--- config.mk ---
export PLATFORM = sky130hd
export DESIGN_NAME = nibble_serial_adder
export DESIGN_NICKNAME = d
export VERILOG_FILES = /design/src/rtl/add_pkg.sv /design/src/rtl/nibble_add4.sv /design/src/rtl/nibble_serial_adder.sv
export SDC_FILE = /design/constraint.sdc
export NUM_CORES = 1
export LEC_CHECK = 0
export BUFFER_PORTS_ARGS = -buffer_cell sky130_fd_sc_hd__buf_2
export CAP_MARGIN = 20
export CELL_PAD_IN_SITES_DETAIL_PLACEMENT = 1
export CELL_PAD_IN_SITES_GLOBAL_PLACEMENT = 1
export CORE_MARGIN = 2
export CORE_UTILIZATION = 37
export DETAILED_ROUTE_END_ITERATION = 8
export PLACE_DENSITY_LB_ADDON = 0.12
export SLEW_MARGIN = 0
export SYNTH_ARGS = -nofsm -noshare
export SYNTH_HDL_FRONTEND = slang
export SYNTH_SLANG_ARGS = --single-unit
export TNS_END_PERCENT = 20
--- constraint.sdc ---
create_clock -name clk -period 2 [get_ports clk]
set_input_delay 0.1 -clock clk [delete_from_list [all_inputs] [get_ports clk]]
set_output_delay 0.1 -clock clk [all_outputs]
set_load 0.02 [all_outputs]
--- src/rtl/add_pkg.sv ---
// ============================================================================
// Module   : add_pkg
// Brief    : Shared nibble width and FSM state type for the serial adder.
// Revision : 1.0
// ============================================================================
`default_nettype none

package add_pkg;

    localparam int NIB_W = 4;

    typedef enum logic [1:0] {
        IDLE = 2'd0,
        RUN  = 2'd1,
        DONE = 2'd2
    } add_state_t;

endpackage

`default_nettype wire

--- src/rtl/nibble_add4.sv ---
// ============================================================================
// Module   : nibble_add4
// Brief    : Combinational 4-bit ripple-carry adder.
// Revision : 1.0
// ============================================================================
`default_nettype none

module nibble_add4
    import add_pkg::*;
(
    input  logic [NIB_W-1:0] a,
    input  logic [NIB_W-1:0] b,
    input  logic             cin,
    output logic [NIB_W-1:0] s,
    output logic             cout
);

    logic [NIB_W:0] w_c;

    assign w_c[0] = cin;

    for (genvar i = 0; i < NIB_W; i++) begin : g_bit
        assign s[i]     = a[i] ^ b[i] ^ w_c[i];
        assign w_c[i+1] = (a[i] & b[i]) | (w_c[i] & (a[i] ^ b[i]));
    end

    assign cout = w_c[NIB_W];

endmodule

`default_nettype wire

--- src/rtl/nibble_serial_adder.sv ---
// ============================================================================
// Module   : nibble_serial_adder
// Brief    : Wide unsigned adder sequenced LSB-nibble-first through one
//            4-bit adder, with valid/ready handshakes on both sides.
// Revision : 1.0
// ============================================================================
`default_nettype none

module nibble_serial_adder
    import add_pkg::*;
#(
    parameter int N_NIB = 4
) (
    input  logic                   clk,
    input  logic                   rst_n,
    input  logic                   in_valid,
    output logic                   in_ready,
    input  logic [NIB_W*N_NIB-1:0] in_a,
    input  logic [NIB_W*N_NIB-1:0] in_b,
    input  logic                   in_cin,
    output logic                   out_valid,
    input  logic                   out_ready,
    output logic [NIB_W*N_NIB-1:0] out_sum,
    output logic                   out_cout
);

    localparam int c_w     = NIB_W * N_NIB;
    localparam int c_idx_w = (N_NIB > 1) ? $clog2(N_NIB) : 1;
    localparam logic [c_idx_w-1:0] c_last = c_idx_w'(N_NIB - 1);

    add_state_t         r_state;
    logic [c_w-1:0]     r_a_sh;
    logic [c_w-1:0]     r_b_sh;
    logic [c_w-1:0]     r_sum_sh;
    logic               r_carry;
    logic [c_idx_w-1:0] r_idx;
    logic               r_in_ready;
    logic               r_out_valid;

    logic [NIB_W-1:0]   w_nib_sum;
    logic               w_nib_cout;
    logic [c_w-1:0]     w_sum_next;

    nibble_add4 u_add4 (
        .a    (r_a_sh[NIB_W-1:0]),
        .b    (r_b_sh[NIB_W-1:0]),
        .cin  (r_carry),
        .s    (w_nib_sum),
        .cout (w_nib_cout)
    );

    // New nibble enters at the top; written as a shift/or so N_NIB=1 needs no empty slice.
    assign w_sum_next = (r_sum_sh >> NIB_W) | (c_w'(w_nib_sum) << (c_w - NIB_W));

    always_ff @(posedge clk or negedge rst_n) begin
        if (!rst_n) begin
            r_state     <= IDLE;
            r_a_sh      <= '0;
            r_b_sh      <= '0;
            r_sum_sh    <= '0;
            r_carry     <= 1'b0;
            r_idx       <= '0;
            r_in_ready  <= 1'b0;
            r_out_valid <= 1'b0;
        end else begin
            case (r_state)
                IDLE: begin
                    if (in_valid && r_in_ready) begin
                        r_a_sh     <= in_a;
                        r_b_sh     <= in_b;
                        r_carry    <= in_cin;
                        r_idx      <= '0;
                        r_in_ready <= 1'b0;
                        r_state    <= RUN;
                    end else begin
                        r_in_ready <= 1'b1;
                    end
                end
                RUN: begin
                    r_sum_sh <= w_sum_next;
                    r_carry  <= w_nib_cout;
                    r_a_sh   <= r_a_sh >> NIB_W;
                    r_b_sh   <= r_b_sh >> NIB_W;
                    r_idx    <= r_idx + 1'b1;
                    if (r_idx == c_last) begin
                        r_out_valid <= 1'b1;
                        r_state     <= DONE;
                    end
                end
                DONE: begin
                    if (out_ready) begin
                        r_out_valid <= 1'b0;
                        r_in_ready  <= 1'b1;
                        r_state     <= IDLE;
                    end
                end
                default: begin
                    r_out_valid <= 1'b0;
                    r_in_ready  <= 1'b0;
                    r_state     <= IDLE;
                end
            endcase
        end
    end

    assign in_ready  = r_in_ready;
    assign out_valid = r_out_valid;
    assign out_sum   = r_sum_sh;
    assign out_cout  = r_carry;

endmodule

`default_nettype wire

* Yosys cells after proc, flatten, opt, wreduce, memory -nomap -nowiden
Index checks and enable logic that the tools add are counted.
** Word-level totals
- Word-level logic and storage cells :: 63
- Register bits after elaboration :: 55
- Output and inout port bits :: 19
** Operators by class
- Reduce and logical (&&, ||, !) cells :: 7
- Multiplexer cells :: 18
- Add/sub/neg operators :: 1
- Equality and inequality tests :: 6
- Bitwise operators :: 23
** Operators with widths (number)
- $pmux 16 s2 :: 2
- $mux 16 :: 2
- $or 12x16->16 :: 1
- $and 1x1->1 :: 8
- $mux 2 :: 4
- $xor 1x1->1 :: 8
- $ne 2x2->1 const B :: 3
- $pmux 1 s3 :: 2
- $pmux 2 s3 :: 1
- $reduce_and 3->1 :: 2
- $mux 1 :: 5
- $eq 2x2->1 const B :: 2
- $or 1x1->1 :: 4
- $pmux 2 s2 :: 1
- $reduce_and 2->1 :: 2
- $add 2x1->2 const B :: 1
- $eq 2x1->1 const B :: 1
- $logic_not 2->1 :: 1
- $not 1->1 :: 2
- $pmux 1 s2 :: 1
- $reduce_bool 2->1 :: 1
- $logic_and 1x1->1 :: 1

* Longest topological paths before layout
Gate-level depths: netlist of run 1.
- Word-level depth :: 10
- Depth in mapped cells :: 10

* Hierarchy
A second synthesis of run 1 with hierarchy kept.
** Second synthesis, totals
- Cells, all modules :: 202
- Area, all modules :: 2474.9 um^2
** Modules (own cells, without submodules)
- nibble_serial_adder :: instances 1, cells an instance 188, area each 2357.3 um^2, sequential area each 1376.3 um^2
- nibble_add4 :: instances 1, cells an instance 14, area each 117.6 um^2, sequential area each 0.0 um^2

* Worst setup path after synthesis of run 1
No wires, ideal clock.
- Kind :: reg2reg
- From :: reg r_carry (netlist: out_cout)
- To :: reg r_sum_sh[15] (netlist: out_sum[15])
- Stages on the path, launching flop included :: 9
- Buffers on the path :: 0
- Clock period less this slack :: 2.162 ns
- Data arrival time :: 2.079 ns
- Setup time :: 0.083 ns
- Path slack :: -0.162 ns
- Data required time :: 1.917 ns
- Cells stage by stage :: dfrtp_1 > fa_1 > inv_1 > fa_1 > inv_1 > fa_1 > inv_1 > fa_1 > o21ai_0
** Between the ends
- Word-level cells in the longest chain between the ends :: 8
** Ends and longest elaborated chain
- from (decl) :: line nibble_serial_adder.sv:35 : logic r_carry;
- from (signal assigned) :: line nibble_serial_adder.sv:71 : r_carry <= in_cin;
- from (signal assigned) :: line nibble_serial_adder.sv:81 : r_carry <= w_nib_cout;
- $and 1x1->1 :: line nibble_add4.sv:24 : assign w_c[i+1] = (a[i] & b[i]) | (w_c[i] & (a[i] ^ b[i]));
- $or 1x1->1 :: line nibble_add4.sv:24
- $and 1x1->1 :: line nibble_add4.sv:24
- $or 1x1->1 :: line nibble_add4.sv:24
- $and 1x1->1 :: line nibble_add4.sv:24
- $or 1x1->1 :: line nibble_add4.sv:24
- $xor 1x1->1 :: line nibble_add4.sv:23 : assign s[i] = a[i] ^ b[i] ^ w_c[i];
- $or 12x16->16 :: line nibble_serial_adder.sv:53 : assign w_sum_next = (r_sum_sh >> NIB_W) | (c_w'(w_nib_sum) << (c_w - NIB_W));
- to (signal assigned) :: line nibble_serial_adder.sv:80 : r_sum_sh <= w_sum_next;
- to (decl) :: line nibble_serial_adder.sv:34 : logic [c_w-1:0] r_sum_sh;
No other way between the ends.
A chain may end at the register's enable or synchronous reset.

* Worst setup path after layout of run 1
Ends and elaborated chain as after synthesis.

==> run metrics, run 1 <==
status=finished with violations; failing checks=setup timing; Slew Limit Fails=0; Die H=86.04 um; # IOs=56; detailed placement HPWL=3740 um; nature of the critical path startpoint=flip-flop; worst path bufs/invs=3; # DRC=0; dpl ws=-0.1040 ns; total track usage=15.78%; DRT met1 WL=2529 um; clock root cell=clkbuf_8; clock sinks=55; Die ar.=7402 um^2; Final nets=329; DRT Pass-1 Iters=4; fraction of layout cells with a size suffix above 1=28.32%; first-pass GRT wire length=9287 um; Slew HR=57.27%; I/O Buffers=55; Layout fillers=744; Final Power=4.827 mW; routed len/inst=15.01 um; sequential fraction of the synthesis area=55.28%; Tmin final=2.123 ns; post-synth cell types=25; CTS tree=built; Overflow after GRT=0; Clock Latency Late Sink=0.30 ns; final setup violation count=2; CP required=2.23 ns; final worst path period share=106.2%; Warnings, synthesis=0; vias in the first global route=1938; sequential cell area=1378 um^2; Peak Freq=471.0 MHz; clock tree buffer depth=2; post-synth top area share=55.28%; clock-pin slew of the registers on the worst-case setup and hold paths=0.10 ns; crit-path cells=fa_2, inv_2, fa_2, inv_2, fa_2, inv_2, fa_2, o21ai_1; WL final=5450 um; worst-path maximum fanout=2; core area=6422 um^2; #FFs+latches synth=55; cell mode on critical path=fa_2; ANT nets after route=0; CP arrival=2.35 ns; largest net degree at the start of global routing=36; Peak supply drop=0.4979 mV; worst setup margin=-0.1230 ns; initial antenna violation count=0; metal2 WL=2643 um; H-tree Lvls=2; worst hold path type=input port to flip-flop; RSZ-0062 raised after global routing=yes; num rows=29; Largest delay share family, worst path=adder cells; antenna cells=0; Final Hold Fails=0; Max-Cap Viols=0; fin cells=363; cell count after synthesis=233; Area contributors post-synth=dfrtp_1 55%, o21ai_0 10%, mux2i_1 9.6%, nand2_1 7.1%, fa_1 3.2%; worst-margin pin slew=0.6409 ns; Via density=5.113; Starting Density=38.77%; postcts setup bufs=0; Leak=1.457 nW; GPL Wtd Cong=0.7348; CP max stage cell=dfrtp_2; Synth area leader=dfrtp_1; Clock Skew=0.007720 ns; Critical Path Sink Type=flip-flop; Cells after DPL=356; pwr dens=1652 nW/um^2; critical path class=flip-flop to flip-flop; Initial DRC Count=59; vias post-DR=1856; DR WL met3=240 um; Area Overhead vs Synth=17.34%; synthesized area per cell=10.69 um^2; Die Wd=86.04 um; multi-input logic area=978.4 um^2; syn nets=275; CTS Buf Count=5; CP max stage delay=0.43 ns; Syn Std Cell Area=2490 um^2; Top Layer Used=met4
-- metrics by stage --
stage	utilization (%)	hold slack, ns	instance area (um^2)	TNS, ns
2_1_floorplan	-	-0.1956	2494	-0.01464
3_3_place_gp	44.01	0.1030	2826	-0.09187
3_5_place_dp	44.01	0.1024	2826	-0.1772
4_1_cts	45.45	0.003497	2919	-0.1208
5_1_grt	45.49	0.003903	2922	-0.3759
6_report	45.49	0.008608	2922	-0.1860
-- sequential cells by signal (all words and copies together) (netlist names) --
signal     count
r_state        2
r_a_sh        16
out_sum       16
r_b_sh        16
out_cout       1
in_ready       1
out_valid      1
r_idx          2
-- layout by cell type, fill, tap and decap left out --
cell / n
buf_2: 55
dfrtp_1: 54
o21ai_0: 51
nand2_1: 47
mux2i_1: 24
a22o_1: 9
buf_4: 6
clkbuf_8: 5
inv_1: 4
fa_2: 4
inv_2: 3
o21ai_1: 3
a21oi_1: 2
nor2_1: 2
nand2b_1: 2
buf_12: 2
a21oi_2: 1
or2_1: 1
and2b_2: 1
nor3_2: 1
or2b_1: 1
mux2_2: 1
nor3b_2: 1
o21bai_1: 1
a211oi_1: 1
ha_1: 1
clkbuf_1: 1
dlygate4sd3_1: 1
dfrtp_2: 1
-- per-layer routing --
layer | vias up | track usage (%)
met5 | - | 0
met4 | 0 | 4.329
met3 | 2 | 3.561
met2 | 41 | 25.72
met1 | 918 | 21.20
li1 | 895 | -
-- cells in the mapped netlist (all sizes together) --
cell    instances
inv             7
and2b           1
nand2          47
a21oi           3
nor2            2
o21ai          54
or2             1
nand2b          2
ha              1
fa              4
nor3b           1
or2b            1
nor3            1
a22o            9
mux2            1
clkbuf          7
a211oi          1
buf            10
dfrtp          55
mux2i          24
o21bai          1
-- worst reg2reg max path: stages (launching register included) --
cell and delay (ns):
dfrtp_2 0.43, fa_2 0.38, inv_2 0.06, fa_2 0.18, inv_2 0.04, fa_2 0.36
inv_2 0.06, fa_2 0.42, o21ai_1 0.12
-- power breakdown --
part,internal [mW],switching (mW),total (mW)
clock network,0.235,0.341,0.576
registers,1.63,0.320,1.95
logic,0.934,1.37,2.30
-- worst paths after layout --
kind	startpoint	to	slack (ns)	cells past startpoint
max reg2reg	out_cout	out_sum[15]	-0.12	8
min reg2reg	out_sum[1]	out_sum[1]	0.48	2
max in group asynchronous	rst_n	out_cout	1.14	3
min in group asynchronous	rst_n	out_sum[2]	0.29	2
max	out_cout	out_sum[15]	-0.12	8
min	in_b[12]	r_b_sh[12]	0.009	2
-- cell type report --
cell class                      instances  share of cell area [%]
Timing Repair Buffer                   64                   12.68
Tap cell                               77                   3.298
Inverter                                7                  0.8994
Sequential cell                        55                   47.15
Multi-Input combinational cell        154                   33.49
Clock buffer                            6                   2.484
-- repair_timing --
action	CTS	global route
hold buffers	1	0
endpoints found under the hold margin	20	0
endpoints found under the setup margin	2	2
pin swaps	0	4
resized for setup	4	2
-- kinds of logic after synthesis --
family | after synthesis | share of synthesized area (%)
buffers and inverters | 24 | 6.081
muxes | 25 | 10.10
and+or+nand+nor | 56 | 9.448
DFF | 55 | 55.28
AOI/OAI and AO/OA | 68 | 15.38
adders and majority gates | 5 | 3.719
(Power assumes the default switching activity.)
==> run 2: changes to the inputs <==
CORE_UTILIZATION = 38   (was 37)
SYNTH_HIERARCHICAL = 1   (was default)
==> run 2 against run 1 <==
The run still ends with setup timing left. Routed wire length down 2.5%. Critical path depth grew 1. First-iteration DRC count down 19%. Design area grew 2.4%. Die area shrank 3.1%. Synthesized cell count decreased by 13%.
==> run metrics, run 2 <==
# IOs=56 (unchanged); Via density=4.988 (was 5.113); post-synth cell types=25 (unchanged); grt met1 use=21.73% (was 21.20%); sequential fraction of the synthesis area=55.61% (was 55.28%); clock sinks=55 (unchanged); final worst path period share=109.0% (was 106.2%); failing checks=setup timing (unchanged); Starting Density=39.20% (was 38.77%); routed len/inst=15.58 um (was 15.01 um); I/O Buffers=55 (unchanged); first-pass GRT wire length=9163 um (was 9287 um); Clock Skew=0.01254 ns (was 0.007720 ns); CTS tree=built (unchanged); dpl cell area=2846 um^2 (was 2826 um^2); Warnings, synthesis=6 (was 0); vias in the first global route=1876 (was 1938); DRT Pass-1 Iters=4 (unchanged); GRT busiest layer=met2 (unchanged); #FFs+latches synth=55 (unchanged); met3 global-route usage=3.540% (was 3.561%); largest net degree at the start of global routing=36 (unchanged); Die Wd=84.70 um (was 86.04 um); Final nets=305 (was 329); Synth top cells by count=55 x dfrtp_1, 27 x o21ai_0, 25 x mux2i_1, 25 x o21ai_1 (was 55 x dfrtp_1, 52 x o21ai_0, 47 x nand2_1); worst-margin pin slew=0.6869 ns (was 0.6409 ns); pwr dens=1728 nW/um^2 (was 1652 nW/um^2); nature of the critical path startpoint=flip-flop (unchanged); RSZ-0062 raised after global routing=yes (unchanged); final setup violation count=2 (unchanged); H-tree Lvls=2 (unchanged); ys flop type=dfrtp_1 (unchanged); synthesized area per cell=12.25 um^2 (was 10.69 um^2); worst hold path type=input port to flip-flop (unchanged); Slew HR=53.96% (was 57.27%); status=finished with violations (unchanged); Overflow after GRT=0 (unchanged); worst setup margin=-0.1807 ns (was -0.1230 ns); WL final=5312 um (was 5450 um); core area=6314 um^2 (was 6422 um^2); commonest cells after routing, fill and taps aside=55 x buf_2, 54 x dfrtp_1, 27 x o21ai_0 (was 55 x buf_2, 54 x dfrtp_1, 51 x o21ai_0); Peak Freq=458.6 MHz (was 471.0 MHz); vias post-DR=1701 (was 1856); Peak supply drop=0.7655 mV (was 0.4979 mV); Synth area leader=dfrtp_1 (unchanged); Tmin final=2.181 ns (was 2.123 ns); worst-path maximum fanout=2 (unchanged); Area Overhead vs Synth=20.83% (was 17.34%); critical path class=flip-flop to flip-flop (unchanged); Syn Std Cell Area=2475 um^2 (was 2490 um^2); clock-pin slew of the registers on the worst-case setup and hold paths=0.11 ns (was 0.10 ns); fin cells=341 (was 363); clock tree buffer depth=2 (unchanged); Slew Limit Fails=0 (unchanged); Critical Path Sink Type=flip-flop (unchanged); num rows=29 (unchanged); initial antenna violation count=0 (unchanged); detailed placement HPWL=3764 um (was 3740 um); grt met2 use=26.34% (was 25.72%); Initial DRC Count=48 (was 59); Final Util=47.36% (was 45.49%); total track usage=15.85% (was 15.78%); Post-synth EDFFs=0 (unchanged); CP arrival=2.44 ns (was 2.35 ns); CP required=2.26 ns (was 2.23 ns); Die H=84.70 um (was 86.04 um); dominant cell by count in the synthesized netlist=dfrtp_1 (unchanged); commonest non-fill, non-tap cell in the layout=buf_2 (unchanged); Final Instance Area=2990 um^2 (was 2922 um^2); Area contributors post-synth=dfrtp_1 56%, mux2i_1 10%, o21ai_0 5.5%, o21ai_1 5.1%, mux2_1 5.0% (was dfrtp_1 55%, o21ai_0 10%, mux2i_1 9.6%, nand2_1 7.1%, fa_1 3.2%); # DRC=0 (unchanged); Leak=1.423 nW (was 1.457 nW); syn nets=244 (was 275); Clock Latency Late Sink=0.31 ns (was 0.30 ns); ys async rst share=100.0% (unchanged); TNS Setup=-0.2412 ns (was -0.1860 ns); antenna cells=0 (unchanged); Cells after DPL=328 (was 356); clock root cell=clkbuf_8 (unchanged); CTS Buf Count=5 (unchanged); post-synth top area share=55.61% (was 55.28%); GPL Wtd Cong=0.6638 (was 0.7348); Max-Cap Viols=0 (unchanged); cell count after synthesis=202 (was 233); fraction of layout cells with a size suffix above 1=32.20% (was 28.32%); ANT nets after route=0 (unchanged); Die ar.=7174 um^2 (was 7402 um^2); Final Hold Fails=0 (unchanged)
==> run 2: changes by cell type in the layout (fill, tap and decap cells not counted), moves of 4 or more <==
cell           before  now
dlygate4sd3_1       1    5
inv_1               4    9
mux2_1              0   11
mux2_2              1    6
nand2_1            47    3
o21ai_0            51   27
o21ai_1             3   25
==> run 2: where the power goes <==
part	switching [mW]	internal, mW	leakage [nW]
Combinational	1.40	1.18	0.704
Sequential	0.316	1.66	0.679
Clock	0.372	0.245	0.0402
==> run 2: kinds of logic (layout without fill, tap and decap cells) <==
kind of cell               Yosys count  count (layout)  synth area share [%]
buffers and inverters               25              87                 5.713
adders and majority gates            5               5                 3.741
muxes                               42              42                 17.85
DFF                                 55              55                 55.61
and+or+nand+nor                     10              10                 2.225
AOI/OAI and AO/OA                   65              65                 14.86
==> run 2: path summary, 6_finish.rpt <==
path,start,end,slack [ns],cells past startpoint
hold reg to reg,out_sum[2],out_sum[2],0.49,1
setup reg to reg,r_a_sh[0],out_sum[15],-0.18,9
max in group asynchronous,rst_n,r_idx[1],1.11,3
min in group asynchronous,rst_n,out_sum[2],0.23,2
setup / recovery,r_a_sh[0],out_sum[15],-0.18,9
hold / removal,in_a[15],r_a_sh[15],0.009,2
==> run 2: through the flow <==
| step | power [mW] | hold WS, ns | setup slack [ns] |
|---|---|---|---|
| after global placement | 4.503 | 0.04989 | -0.1125 |
| after detailed placement | 4.616 | 0.05468 | -0.2033 |
| after floorplan | 3.864 | -0.1956 | -0.1234 |
| final | 5.168 | 0.008691 | -0.1807 |
| after CTS | 5.262 | 0.0002113 | -0.1925 |
| after global routing | 5.608 | 0.002220 | -0.2692 |
==> run 2: repair_timing <==
action	CTS	global route
endpoints found under the hold margin	18	2
gates resized for setup	4	0
pin swaps	1	0
endpoints found under the setup margin	2	2
buffers inserted	0	0
hold buffers	3	2
==> run 2: cell type report <==
type | count | area [um^2]
clock buffers | 5 | 68.82
clock inverters | 3 | 20.02
fillers | 713 | 3323
inverters | 11 | 41.29
multi-input cells | 122 | 963.4
flip-flops and latches | 55 | 1378
well taps | 77 | 96.34
repair buffers | 68 | 422.9
==> run 2: critical path: stages, from the launching register on <==
cell and delay, ns:
dfrtp_1 0.42, fa_2 0.39, inv_2 0.07, fa_2 0.20, inv_2 0.04, fa_1 0.36, inv_1 0.08, fa_1 0.41
inv_1 0.06, mux2_1 0.11
==> run 2: per-layer routing <==
metal | routed length (um) | part of all wire [%] | up-vias
met3 | 214 | 4.0 | 5
met2 | 2642 | 50 | 39
met1 | 2423 | 46 | 829
li1 | - | - | 828
met5 | 0 | 0 | -
met4 | 31 | 0.58 | 0
==> run 3: changes to the inputs <==
CORE_UTILIZATION = 40   (was 38)
clock period = 2.4 ns   (was 2 ns; I/O delays follow)
==> run 3 against run 2 <==
The flow now finishes without violations. Via count increased by 1.5%. Non-clock buffer count decreased by 5. Die area decreased by 4.8%. Global-route usage increased by 0.41 points. Sequential cell count unchanged. Largest cell class unchanged.
==> run metrics, run 3 (same netlist as run 2, synthesis figures left out) <==
Cells after DPL=325 (was 328); I/O Buffers=55 (unchanged); largest net degree at the start of global routing=56 (was 36); Peak Freq=465.1 MHz (was 458.6 MHz); Tmin final=2.150 ns (was 2.181 ns); crit path from=r_a_sh[0] (unchanged); ANT nets after route=0 (unchanged); Clock Latency Late Sink=0.31 ns (about the same); clock sinks=55 (unchanged); crit-path cells=fa_1, inv_1, fa_1, inv_1, fa_1, inv_1, fa_1, inv_1, mux2_1 (was fa_2, inv_2, fa_2, inv_2, fa_1, inv_1, fa_1, inv_1, mux2_1); CTS tree=built (unchanged); Critical Path Sink Type=flip-flop (unchanged); FF-to-FF Start=r_a_sh[0] (unchanged); clock root cell=clkbuf_8 (unchanged); CTS Buf Count=5 (unchanged); CP max stage cell=dfrtp_1 (unchanged); DRT Pass-1 Iters=4 (unchanged); Clock Skew=0.008855 ns (was 0.01254 ns); first-pass GRT wire length=8397 um (was 9163 um); Die ar.=6833 um^2 (was 7174 um^2); Slew HR=53.19% (was 53.96%); fraction of layout cells with a size suffix above 1=30.50% (was 32.20%); vias post-DR=1727 (was 1701); Largest delay share family, worst path=adder cells (unchanged); fin cells=334 (was 341); commonest cells after routing, fill and taps aside=55 x dfrtp_1, 55 x buf_2, 27 x o21ai_0 (was 55 x buf_2, 54 x dfrtp_1, 27 x o21ai_0); total track usage=16.26% (was 15.85%); Initial DRC Count=79 (was 48); pwr dens=1475 nW/um^2 (was 1728 nW/um^2); detailed placement HPWL=3508 um (was 3764 um); vias in the first global route=1663 (was 1876); antenna cells=0 (unchanged); Via density=5.171 (was 4.988); status=complete, no violations (was finished with violations); worst-margin pin slew=0.7022 ns (was 0.6869 ns); TNS Setup=0 ns (was -0.2412 ns); dpl ws=0.2721 ns (was -0.2033 ns); final setup violation count=0 (was 2); Final nets=300 (was 305); clock tree buffer depth=2 (unchanged); Final Power=4.334 mW (was 5.168 mW); # DRC=0 (unchanged); Layout fillers=671 (was 713); Die Wd=82.66 um (was 84.70 um); # IOs=56 (unchanged); worst hold path type=input port to flip-flop (unchanged); Max-Cap Viols=0 (unchanged); CP required=2.66 ns (was 2.26 ns); CP arrival=2.41 ns (was 2.44 ns); Final Util=49.33% (was 47.36%); worst-path maximum fanout=2 (unchanged); initial antenna violation count=0 (unchanged); H-tree Lvls=2 (unchanged); routed len/inst=15.56 um (was 15.58 um); worst path bufs/invs=4 (unchanged); RSZ-0062 raised after global routing=no (was yes); nature of the critical path startpoint=flip-flop (unchanged); Slew Limit Fails=0 (unchanged); CP max stage delay=0.41 ns (was 0.42 ns); Die H=82.66 um (was 84.70 um); WL final=5196 um (was 5312 um); hold path start=in_b[13] (was in_a[15]); Peak supply drop=0.5854 mV (was 0.7655 mV); clock-pin slew of the registers on the worst-case setup and hold paths=0.10 ns (was 0.11 ns); final worst path period share=89.59% (was 109.0%); Area Overhead vs Synth=18.71% (was 20.83%); core area=5956 um^2 (was 6314 um^2); worst setup margin=0.2497 ns (was -0.1807 ns); Starting Density=41.55% (was 39.20%); Leak=1.419 nW (was 1.423 nW); critical path class=flip-flop to flip-flop (unchanged); GPL Wtd Cong=0.6831 (was 0.6638); Overflow after GRT=0 (unchanged); num rows=28 (was 29); Final Hold Fails=0 (unchanged)
run 3: repair_timing:
action,CTS,global route
endpoints found under the hold margin,55,0
setup buffers,0,0
gates resized for setup,0,0
hold buffers,1,0
run 3: report_power, final:
part           total (mW)  internal [mW]  switching [mW]
logic                2.05          0.903            1.14
clock network       0.645          0.338           0.307
registers            1.64           1.38           0.261
total                4.33           2.62            1.71
run 3: routing by layer:
layer	vias to the layer above	share of wire [%]	routed length, um	track usage, %
met5	-	0	0	0
met4	0	1.0	54	4.426
met3	5	3.5	184	3.587
met2	34	48	2509	25.16
met1	872	47	2448	23.13
li1	816	-	-	-
run 3: path summary, 6_finish.rpt:
path | endpoint | slack [ns] | depth (start not counted)
min in group asynchronous | out_sum[6] | 0.47 | 3
worst min register to register | out_sum[2] | 0.49 | 1
worst max register to register | out_sum[15] | 0.25 | 9
max in group asynchronous | r_a_sh[12] | 1.46 | 3
worst max-delay path | out_sum[15] | 0.25 | 9
worst min-delay path | r_b_sh[13] | 0.02 | 2
run 3: area by class of cell:
class                      instances  area [um^2]  share of cell area [%]
multi-input combinational        122        958.4                   32.62
timing repair buffer              63        350.3                   11.93
inverter                          11        41.29                   1.405
sequential                        55         1376                   46.85
clock buffer                       6        82.58                   2.811
clock inverter                     2        35.03                   1.193
tap                               75        93.84                   3.194
run 3: metrics by stage:
| step | hold WS (ns) | area [um^2] |
|---|---|---|
| floorplan | -0.1756 | 2475 |
| global route | 0.01832 | 2938 |
| CTS | 0.01425 | 2938 |
| global placement | 0.3059 | 2810 |
| detailed placement | 0.3034 | 2810 |
| finish | 0.02289 | 2938 |
